===== src/rtl/line_draw_ctrl_if.sv =====
// Command and framebuffer-write bundle for the line draw controller.
// master = command source / framebuffer sink, slave = the controller.
interface line_draw_ctrl_if #(
    parameter int ADDR_W = 19
);
    logic              cmd_valid;
    logic              cmd_ready;
    logic [15:0]       cmd_x1;
    logic [15:0]       cmd_y1;
    logic [15:0]       cmd_x2;
    logic [15:0]       cmd_y2;
    logic [15:0]       cmd_color;
    logic              fb_wr_valid;
    logic              fb_wr_ready;
    logic [ADDR_W-1:0] fb_addr;
    logic [15:0]       fb_data;

    modport master (
        output cmd_valid, cmd_x1, cmd_y1, cmd_x2, cmd_y2, cmd_color, fb_wr_ready,
        input  cmd_ready, fb_wr_valid, fb_addr, fb_data
    );

    modport slave (
        input  cmd_valid, cmd_x1, cmd_y1, cmd_x2, cmd_y2, cmd_color, fb_wr_ready,
        output cmd_ready, fb_wr_valid, fb_addr, fb_data
    );
endinterface


===== src/rtl/line_draw_ctrl.sv =====
// Sequences an external line engine pixel by pixel and turns each pixel into a
// clipped framebuffer write, with a per-line pixel limit as a runaway guard.
//
// state  | meaning
// IDLE   | waiting for a line command
// LOAD   | dl_calculate pulse, engine loads endpoints
// SETTLE | engine output settles, pixel and address registered
// EMIT   | write (or clip) the registered pixel
// STEP   | dl_get_pixel pulse, engine advances
module line_draw_ctrl #(
    parameter int WIDTH   = 640,
    parameter int HEIGHT  = 480,
    parameter int ADDR_W  = 19,
    parameter int MAX_PIX = 4096
) (
    input  logic        clk,
    input  logic        reset,
    line_draw_ctrl_if.slave bus,
    output logic        dl_calculate,
    output logic        dl_get_pixel,
    output logic [15:0] dl_x1,
    output logic [15:0] dl_y1,
    output logic [15:0] dl_x2,
    output logic [15:0] dl_y2,
    input  logic [15:0] dl_x_o,
    input  logic [15:0] dl_y_o,
    output logic        busy,
    output logic        done,
    output logic        overrun,
    output logic [15:0] pixel_count
);
    localparam int EW = $clog2(MAX_PIX + 1);

    typedef enum logic [2:0] {IDLE, LOAD, SETTLE, EMIT, STEP} state_t;

    state_t            state_q, state_d;
    logic [15:0]       x1_q, y1_q, x2_q, y2_q, color_q;
    logic [15:0]       x1_d, y1_d, x2_d, y2_d, color_d;
    logic [15:0]       px_x_q, px_y_q, px_x_d, px_y_d;
    logic              in_range_q, in_range_d;
    logic [ADDR_W-1:0] fb_addr_q, fb_addr_d;
    logic [15:0]       pixel_count_q, pixel_count_d;
    logic [EW-1:0]     emit_cnt_q, emit_cnt_d;
    logic              done_q, done_d;
    logic              overrun_q, overrun_d;
    logic [31:0]       addr_full;
    logic              complete;
    logic              at_end;

    always_ff @(posedge clk) begin
        if (reset) begin
            state_q       <= IDLE;
            x1_q          <= '0;
            y1_q          <= '0;
            x2_q          <= '0;
            y2_q          <= '0;
            color_q       <= '0;
            px_x_q        <= '0;
            px_y_q        <= '0;
            in_range_q    <= 1'b0;
            fb_addr_q     <= '0;
            pixel_count_q <= '0;
            emit_cnt_q    <= '0;
            done_q        <= 1'b0;
            overrun_q     <= 1'b0;
        end else begin
            state_q       <= state_d;
            x1_q          <= x1_d;
            y1_q          <= y1_d;
            x2_q          <= x2_d;
            y2_q          <= y2_d;
            color_q       <= color_d;
            px_x_q        <= px_x_d;
            px_y_q        <= px_y_d;
            in_range_q    <= in_range_d;
            fb_addr_q     <= fb_addr_d;
            pixel_count_q <= pixel_count_d;
            emit_cnt_q    <= emit_cnt_d;
            done_q        <= done_d;
            overrun_q     <= overrun_d;
        end
    end

    assign addr_full = 32'(dl_y_o) * 32'(WIDTH) + 32'(dl_x_o);
    assign at_end    = (px_x_q == x2_q) && (px_y_q == y2_q);

    always_comb begin
        state_d         = state_q;
        x1_d            = x1_q;
        y1_d            = y1_q;
        x2_d            = x2_q;
        y2_d            = y2_q;
        color_d         = color_q;
        px_x_d          = px_x_q;
        px_y_d          = px_y_q;
        in_range_d      = in_range_q;
        fb_addr_d       = fb_addr_q;
        pixel_count_d   = pixel_count_q;
        emit_cnt_d      = emit_cnt_q;
        done_d          = 1'b0;
        overrun_d       = overrun_q;
        dl_calculate    = 1'b0;
        dl_get_pixel    = 1'b0;
        bus.fb_wr_valid = 1'b0;
        complete        = 1'b0;
        case (state_q)
            IDLE: begin
                if (bus.cmd_valid) begin
                    x1_d          = bus.cmd_x1;
                    y1_d          = bus.cmd_y1;
                    x2_d          = bus.cmd_x2;
                    y2_d          = bus.cmd_y2;
                    color_d       = bus.cmd_color;
                    pixel_count_d = '0;
                    emit_cnt_d    = '0;
                    overrun_d     = 1'b0;
                    state_d       = LOAD;
                end
            end
            LOAD: begin
                dl_calculate = 1'b1;
                state_d      = SETTLE;
            end
            SETTLE: begin
                px_x_d     = dl_x_o;
                px_y_d     = dl_y_o;
                in_range_d = (32'(dl_x_o) < 32'(WIDTH)) && (32'(dl_y_o) < 32'(HEIGHT));
                fb_addr_d  = ADDR_W'(addr_full);
                state_d    = EMIT;
            end
            EMIT: begin
                bus.fb_wr_valid = in_range_q;
                // clipped pixels complete immediately without a write
                complete        = !in_range_q || bus.fb_wr_ready;
                if (complete) begin
                    if (in_range_q && pixel_count_q != 16'hFFFF)
                        pixel_count_d = pixel_count_q + 16'd1;
                    emit_cnt_d = emit_cnt_q + EW'(1);
                    if (at_end) begin
                        done_d  = 1'b1;
                        state_d = IDLE;
                    end else if (32'(emit_cnt_q) + 32'd1 >= 32'(MAX_PIX)) begin
                        done_d    = 1'b1;
                        overrun_d = 1'b1;
                        state_d   = IDLE;
                    end else begin
                        state_d = STEP;
                    end
                end
            end
            STEP: begin
                dl_get_pixel = 1'b1;
                state_d      = SETTLE;
            end
            default: state_d = IDLE;
        endcase
    end

    assign busy          = (state_q != IDLE);
    assign bus.cmd_ready = !busy;
    assign bus.fb_addr   = fb_addr_q;
    assign bus.fb_data   = color_q;
    assign dl_x1         = x1_q;
    assign dl_y1         = y1_q;
    assign dl_x2         = x2_q;
    assign dl_y2         = y2_q;
    assign done          = done_q;
    assign overrun       = overrun_q;
    assign pixel_count   = pixel_count_q;
endmodule


===== src/flat_wrapper.sv =====
// flat-port wrapper written by rule: the top's interface ports become plain ports
module line_draw_ctrl_flat 
#(
    parameter int WIDTH   = 640,
    parameter int HEIGHT  = 480,
    parameter int ADDR_W  = 19,
    parameter int MAX_PIX = 4096
)
  (clk, reset, dl_calculate, dl_get_pixel, dl_x1, dl_y1, dl_x2, dl_y2, dl_x_o, dl_y_o, busy, done, overrun, pixel_count, bus_cmd_valid, bus_cmd_x1, bus_cmd_y1, bus_cmd_x2, bus_cmd_y2, bus_cmd_color, bus_fb_wr_ready, bus_cmd_ready, bus_fb_wr_valid, bus_fb_addr, bus_fb_data);
  line_draw_ctrl_if #(.ADDR_W(ADDR_W)) bus_i ();
  input  logic clk;
  input  logic reset;
  output logic dl_calculate;
  output logic dl_get_pixel;
  output logic [15:0] dl_x1;
  output logic [15:0] dl_y1;
  output logic [15:0] dl_x2;
  output logic [15:0] dl_y2;
  input  logic [15:0] dl_x_o;
  input  logic [15:0] dl_y_o;
  output logic busy;
  output logic done;
  output logic overrun;
  output logic [15:0] pixel_count;
  input wire logic [$bits(bus_i.cmd_valid)-1:0] bus_cmd_valid;
  input wire logic [$bits(bus_i.cmd_x1)-1:0] bus_cmd_x1;
  input wire logic [$bits(bus_i.cmd_y1)-1:0] bus_cmd_y1;
  input wire logic [$bits(bus_i.cmd_x2)-1:0] bus_cmd_x2;
  input wire logic [$bits(bus_i.cmd_y2)-1:0] bus_cmd_y2;
  input wire logic [$bits(bus_i.cmd_color)-1:0] bus_cmd_color;
  input wire logic [$bits(bus_i.fb_wr_ready)-1:0] bus_fb_wr_ready;
  output wire logic [$bits(bus_i.cmd_ready)-1:0] bus_cmd_ready;
  output wire logic [$bits(bus_i.fb_wr_valid)-1:0] bus_fb_wr_valid;
  output wire logic [$bits(bus_i.fb_addr)-1:0] bus_fb_addr;
  output wire logic [$bits(bus_i.fb_data)-1:0] bus_fb_data;
  assign bus_i.cmd_valid = bus_cmd_valid;
  assign bus_i.cmd_x1 = bus_cmd_x1;
  assign bus_i.cmd_y1 = bus_cmd_y1;
  assign bus_i.cmd_x2 = bus_cmd_x2;
  assign bus_i.cmd_y2 = bus_cmd_y2;
  assign bus_i.cmd_color = bus_cmd_color;
  assign bus_i.fb_wr_ready = bus_fb_wr_ready;
  assign bus_cmd_ready = bus_i.cmd_ready;
  assign bus_fb_wr_valid = bus_i.fb_wr_valid;
  assign bus_fb_addr = bus_i.fb_addr;
  assign bus_fb_data = bus_i.fb_data;
  line_draw_ctrl #(.WIDTH(WIDTH), .HEIGHT(HEIGHT), .ADDR_W(ADDR_W), .MAX_PIX(MAX_PIX)) u_core (.clk(clk), .reset(reset), .bus(bus_i), .dl_calculate(dl_calculate), .dl_get_pixel(dl_get_pixel), .dl_x1(dl_x1), .dl_y1(dl_y1), .dl_x2(dl_x2), .dl_y2(dl_y2), .dl_x_o(dl_x_o), .dl_y_o(dl_y_o), .busy(busy), .done(done), .overrun(overrun), .pixel_count(pixel_count));
endmodule

===== config.mk =====
export PLATFORM = sky130hd
export DESIGN_NAME = line_draw_ctrl_flat
export DESIGN_NICKNAME = d
export VERILOG_FILES = /design/src/rtl/line_draw_ctrl_if.sv /design/src/rtl/line_draw_ctrl.sv /design/src/flat_wrapper.sv
export SDC_FILE = /design/constraint.sdc
export NUM_CORES = 1
export LEC_CHECK = 0
export ABC_AREA = 0
export CAP_MARGIN = 20
export CORE_UTILIZATION = 50
export CTS_BUF_LIST = sky130_fd_sc_hd__clkbuf_16
export CTS_CLUSTER_DIAMETER = 80
export DETAILED_ROUTE_END_ITERATION = 7
export PLACE_DENSITY = 0.86
export RECOVER_POWER = 50
export SKIP_CTS_REPAIR_TIMING = 1
export SYNTH_ARGS = -nofsm -noshare
export SYNTH_HDL_FRONTEND = slang
export SYNTH_SLANG_ARGS = --single-unit

===== constraint.sdc =====
create_clock -name clk -period 5 [get_ports clk]
set_clock_uncertainty 0.1 [all_clocks]
set_input_delay 1 -clock clk [delete_from_list [all_inputs] [get_ports clk]]
set_output_delay 1 -clock clk [all_outputs]
set_load 0.05 [all_outputs]

# [Yosys cells after proc, flatten, opt, wreduce, memory -nomap -nowiden]
# Index checks and enable logic that the tools add are counted.
[op_classes] eq_ne=12 order_cmp=3 add_sub_neg=4 reduce_logical=16 bitwise=2 muxes=22 multipliers=1
[op_table] cell="$mux 16" n=3
[op_table] cell="$eq 16x16->1" n=2
[op_table] cell="$ge 32x13->1 const B" n=1
[op_table] cell="$pmux 16 s2" n=1
[op_table] cell="$mux 13" n=2
[op_table] cell="$pmux 13 s2" n=1
[op_table] cell="$add 19x16->19" n=1
[op_table] cell="$add 16x1->16 const B" n=1
[op_table] cell="$lt 16x10->1 const B" n=1
[op_table] cell="$lt 16x9->1 const B" n=1
[op_table] cell="$mul 16x3->12 const B" n=1
[op_table] cell="$ne 16x16->1 const B" n=1
[op_table] cell="$add 13x1->14 const B" n=1
[op_table] cell="$add 13x1->13 const B" n=1
[op_table] cell="$mux 3" n=4
[op_table] cell="$pmux 3 s4" n=1
[op_table] cell="$mux 1" n=9
[op_table] cell="$eq 3x2->1 const B" n=2
[op_table] cell="$ne 2x1->1 const B" n=3
[op_table] cell="$reduce_and 5->1" n=1
[op_table] cell="$ne 2x2->1 const B" n=2
[op_table] cell="$reduce_and 2->1" n=2
[op_table] cell="$reduce_and 4->1" n=1
[op_table] cell="$eq 3x1->1 const B" n=1
[op_table] cell="12 further kinds" n=16
[totals] regBits=166 elab_cells=74 input_bits=116

# [Longest topological paths before layout]
[logic_depth] ltp_word=6 ltp_mapped=13 mapped_depth_nobuf=13

# [Worst setup path before layout]
# OpenSTA, ideal clock, no wires.
[synth_path] kind="in2reg" start="input port dl_y_o[1]" end="register u_core.fb_addr_q[18], in the netlist u_core.bus.fb_addr[18]" stages=12 t_required_ns=4.814 slack_ns=1.290 n_path_buf=0 arrival_time_ns=3.524 path_cell_list="ha_1 ha_1 fa_1 a21oi_1 inv_1 a21oi_1 xnor2_1 ha_1 a41oi_1 nor4b_2 xnor2_1 a211oi_1"
[synth_via] elab_chain_len=2
[synth_rtl] element="start: declaration" line_no="flat_wrapper.sv:20" rtl="input logic [15:0] dl_y_o;"
[synth_rtl] element="$mul 16x3->12" line_no="line_draw_ctrl.sv:84" rtl="assign addr_full = 32'(dl_y_o) * 32'(WIDTH) + 32'(dl_x_o);"
[synth_rtl] element="$add 19x16->19" line_no="line_draw_ctrl.sv:84"
[synth_rtl] element="end signal: assignment" line_no="line_draw_ctrl.sv:76" rtl="fb_addr_q <= fb_addr_d;"
[synth_rtl] element="end: declaration" line_no="line_draw_ctrl.sv:41" rtl="logic [ADDR_W-1:0] fb_addr_q, fb_addr_d;"
# No other way between the ends.
# A chain may end at the register's enable or synchronous reset.

# [Worst setup path after layout]
# Same ends and word-level chain as after synthesis.

==> run metrics <==
max-cap viol count 2; core area 13990 um2; htree depth 4; Via Count 6926; clk sink count 159; Cell Area, Synth between 7000 and 8000 um2; CP required 5.20 ns; syn nets 1054; Fillers 1074; Peak Freq approximately 0.24 GHz; distinct cell type count after synthesis 51; drt wl/cell 15.90 um; Tmin final 4.196 ns; Startpoint Class input port; EDFF count, synth 0; Crit Path Class in -> reg; Post-Route WL 20750 um; DRC 0; crit path max-delay cell type clkdlybuf4s50_1; Final Hold Viols 0; Critical Path Fanout Max 5; R2R Setup Slk approximately 1.6 ns; reg-to-reg startpoint u_core.state_q[2]; area grow syn2layout 42.21%; top post-synthesis cells by area dfxtp_1, nand2_1, a21oi_1, xnor2_1, ha_1; Reg2Reg Capture Point u_core.dl_y2[10]; Max Buffers Root-to-Sink 2; Synth async-reset ratio 0%; Top FF cell, synth dfxtp_1; Initial Util between 50% and 60%; first-pass GRT wire length 31770 um; fin. max-slew vios 117; Min Hold Slack 0.3514 ns; most frequent cells in the layout nand2_1, clkdlybuf4s50_1, dfxtp_1, a21oi_1, dlygate4sd3_1; clk slew on worst S/H paths ~0.060 ns; FF-to-FF path depth 5; HPWL after DPL 14460 um; vias in the first global route 6204; total CTS buffers 17; most common cell after layout, fill and taps aside nand2_1; fin crit share between 80% and 90%; Synth area leader dfxtp_1; Worst EP arrival around 4.4 ns; Hold Startpoint u_core.dl_x1[0]; crit-path max cell delay approximately 0.48 ns; layout cells sized above 1 about 4.7%; failing checks max-capacitance violations, max-slew violations; I/O pin count 238; Hold Path Depth 2; sequential share of the synthesized area a little over two fifths; YS warnings 0; initial antenna violation count 0; post-DR vias/cell ~5.3; fin area roughly 10000 um2; HP Class reg -> reg; GRT overflow 0; Die Area 14990 um2; Endpoint, Worst Hold u_core.dl_x1[0]; Critical Path End Type flip-flop; pin count of the biggest net entering global routing 92; cell count after synthesis 907; Seq cells post-synth 159; crit-path leading delay family adder cells; outcome complete, but fails checks; pwr dens 371.8 nW/um2; num rows between 40 and 50; setup violators final 0; # diodes 0; RSZ-0062 raised after global routing no; Critical Path, Cell by Cell clkdlybuf4s50_1, ha_1, ha_1, fa_1, a21oi_1, inv_1, a21oi_1, xnor2_1, ha_1, a41oi_1, nor4b_2, xnor2_1, a211oi_1; clock latency on the worst-skew pair 0.42 ns; Slew @ Worst Pin 1.714 ns; area fraction of the dominant cell type after synthesis 43.90%; Final TNS setup 0 ns; Die Y 122.4 um; ANT nets after route 0; gpl congestion 0.8525; Slew HR -14.30%; Post-Place Cell Area 9625 um2; CTS tree yes; Power, Total ~3800 uW; overall routing resource usage roughly 27%; Lkg Pwr 0.003847 uW; Critical path buffers and inverters 2; clk root buf clkbuf_16; CP dominant cell by count ha_1; Port Buf Inserts 237; dpl ws roughly 0.47 ns; Post-Syn Area per Cell about 8 um2; Die X around 120 um; PnR worst setup slack 0.8039 ns; detailed-router iteration count before antenna repair 5; maximum VDD drop 0.2454 mV; Iter 0 DRT Violations 399; Total Nets Final 1259
[area by class of cell]
| class | instances | area (um2) | area share (%) |
|---|---|---|---|
| repair buffers | 240 | 2387 | 23.15 |
| inverters | 10 | 37.54 | 0.3640 |
| well taps | 180 | 225.2 | 2.184 |
| flip-flops and latches | 159 | 3183 | 30.87 |
| clock buffers | 17 | 425.4 | 4.126 |
| clock inverters | 15 | 266.5 | 2.585 |
| multi-input cells | 684 | 3786 | 36.72 |
[registers in the layout (all words and copies together), names as in the netlist]
signal and cells:
u_core.dl_y2 16, u_core.dl_x2 16, u_core.px_x_q 16, u_core.pixel_count 16, u_core.px_y_q 16, u_core.dl_y1 16
u_core.state_q 3, u_core.dl_x1 16, u_core.overrun 1, u_core.bus.fb_data 16, u_core.done 1, u_core.bus.fb_addr 12
u_core.emit_cnt_q 13, u_core.in_range_q 1
[worst max path at each step]
stage                     cells after the start                     end       from
after detailed placement                     13  u_core.bus.fb_addr[18]  dl_y_o[1]
after global placement                       13  u_core.bus.fb_addr[18]  dl_y_o[1]
after CTS                                    14  u_core.bus.fb_addr[17]  dl_y_o[1]
after global routing                         14  u_core.bus.fb_addr[17]  dl_y_o[1]
after floorplan                              12  u_core.bus.fb_addr[18]  dl_y_o[1]
final                                        13  u_core.bus.fb_addr[18]  dl_y_o[1]
[where the power goes]
group	internal, uW	total, uW	switching, uW
clock network	986	1510	528
logic	346	919	573
registers	1340	1400	55.9
total	2680	3830	1160
[cells by family (layout without fill, tap and decap cells)]
family	Yosys count	in the layout	synth area share, %
AOI/OAI and AO/OA	194	194	15.25
muxes	11	11	1.622
xor gates and xnor gates	53	53	6.402
adders and majority gates	31	31	5.557
and+or+nand+nor	395	395	23.26
buffers and inverters	64	282	4.003
DFF	159	159	43.90
[tightest hold or removal path, delay by kind of cell (launching register included)]
kind | cells | cell delay (ns)
compound gates | 1 | 0.05
simple gates | 1 | 0.05
flops | 1 | 0.30
[cells in the mapped netlist (6+ instances only)]
cell and count:
a211oi_1 12, or3_1 9, nand2_1 282, buf_2 8, nor2_1 31, nand4_1 14, nor3_1 7, ha_1 29
mux2_2 6, dfxtp_1 159, nand3_1 18, o21ai_0 9, and2_1 6, a21oi_1 144, xnor2_1 49, inv_1 10
o211ai_1 6, clkbuf_1 37, buf_4 8
[per-layer routing]
layer | share of wire, % | wire [um] | track usage (%)
met5 | 0 | 0 | 0
met4 | 1.4 | 291 | 7.241
met3 | 5.8 | 1207 | 6.599
met2 | 50 | 10360 | 46.45
met1 | 43 | 8890 | 34.60
[metrics by stage]
stage / std cells / util (%)
CTS: 1305 / 73.76
finish: 1305 / 73.71
floorplan: 907 / -
global route: 1305 / 73.71
detailed placement: 1273 / 68.81
global placement: 1273 / 68.81
Note: power is estimated with default switching activity, not from simulation.
==> RTL edit, RTL diff (config.mk and constraints unchanged) <==
Take the reset off `y1_q` and load it in a clocked block of its own.
--- a/src/rtl/line_draw_ctrl.sv
+++ b/src/rtl/line_draw_ctrl.sv
@@ -51,7 +51,6 @@
         if (reset) begin
             state_q       <= IDLE;
             x1_q          <= '0;
-            y1_q          <= '0;
             x2_q          <= '0;
             y2_q          <= '0;
             color_q       <= '0;
@@ -66,7 +65,6 @@
         end else begin
             state_q       <= state_d;
             x1_q          <= x1_d;
-            y1_q          <= y1_d;
             x2_q          <= x2_d;
             y2_q          <= y2_d;
             color_q       <= color_d;
@@ -79,6 +77,10 @@
             done_q        <= done_d;
             overrun_q     <= overrun_d;
         end
+    end
+
+    always_ff @(posedge clk) begin
+        y1_q <= y1_d;
     end
 
     assign addr_full = 32'(dl_y_o) * 32'(WIDTH) + 32'(dl_x_o);
Function: changed (a bounded check fails within 4 cycles, from zero or initial values and one cycle with reset high).
==> RTL edit against the original RTL <==
The run still ends with capacitance limit, slew limit left; final area is 1.6% lower; synthesized area shrank 0.24%; first-iteration DRC count increased by 44%; routed wire length decreased by 1.9%; worst setup slack worse by 0.13 ns; sequential cell count is the same; power shrank 8.8%; worst hold slack got worse by 0.0032 ns; utilization down 1.2 points; largest power group is now sequential cells.
==> RTL edit: results (changes against the original RTL) <==
- Run status: finished, violations left
- Total routing usage reported by global routing: 0.2716 (-0.002377)
- The number of ordinary and repair buffers in the finished layout came to 242 (+0.83%).
- Most instantiated cells after synthesis: sky130_fd_sc_hd__nand2_1, sky130_fd_sc_hd__dfxtp_1, sky130_fd_sc_hd__a21oi_1
- The number of enable flip-flop cells after synthesis came to 16 (+16).
- The placer's final routability congestion estimate is 0.8750 (+2.6%).
- Multi-input gates: 633 (-7.5%)
- The share of synthesized area occupied by flip-flops and latches is 0.4622 (+0.02320).
- The data arrival at the endpoint of the critical path is 4.39 ns (about the same).
- Met1 track utilization from global routing: 0.3255 (-0.02053)
- Failing checks: capacitance limit, slew limit
- Overall power of the completed layout: 3.496 mW (-8.8%)
- Non-filler instance count after layout: 1,258 (-3.6%)
- The detailed-routing wirelength on met1 is 8235 um (-7.4%).
- Number of distinct library cells after synthesis: 62 (+22%)
- The number of slew-limit violations in the final report came to 162 (+38%).
* Die boundary width: 122.3 um (-0.12%)
- The maximum fanout encountered on the critical timing path is 57 (+52).
- Pin count of the biggest net entering global routing: 68 (-26%)
* Comb power frac: 0.256 (+0.016)
* Detail-routed via count per cell: 5.479 (+3.2%)
- Mean area per synthesized cell: 8.460 um2 (+5.8%)
- The routed wire length came to 20,360 um (-1.9%).
* Synthesized Nets: 1,002 (-4.9%)
- Footprint of the flip-flops and latches: 3343 um2 (+5.0%)
- Fill cell count: 1,075 (+0.093%)
- Number of max-cap violations: 3 (+1)
- Global-route wire length before repair: 31,370 um (-1.2%)
- The biggest cell delay along the critical path came to 1.16 ns (+0.68 ns).
- Antenna violations before repair: 1 (+1)
## RTL edit: cell count changes after synthesis, sizes merged, moves of 4 or more
cell,before,now
a211oi,12,5
a21oi,144,129
dfxtp,159,143
edfxtp,0,16
mux2,6,0
mux2i,5,1
nand2,282,235
nand3,18,13
nand4,14,19
nor3,7,12
o21ai,9,17
or4,2,8
xor2,4,8
## RTL edit: logic make-up after synthesis
| kind of cell | synth area share |
|---|---|
| AOI/OAI and AO/OA | 0.1462 |
| xor gates and xnor gates | 0.06902 |
| adders and majority gates | 0.05570 |
| buffers and inverters | 0.03944 |
| DFF | 0.4622 |
| muxes | 0.001384 |
| and+or+nand+nor | 0.2261 |
## RTL edit: final timing paths
check / to / slack, ns / depth (start not counted)
max: u_core.dl_y2[1] / 0.67 / 6
min: u_core.bus.fb_data[2] / 0.35 / 2
max reg2reg: u_core.dl_y2[1] / 1.06 / 6
min reg2reg: u_core.bus.fb_data[2] / 0.35 / 2
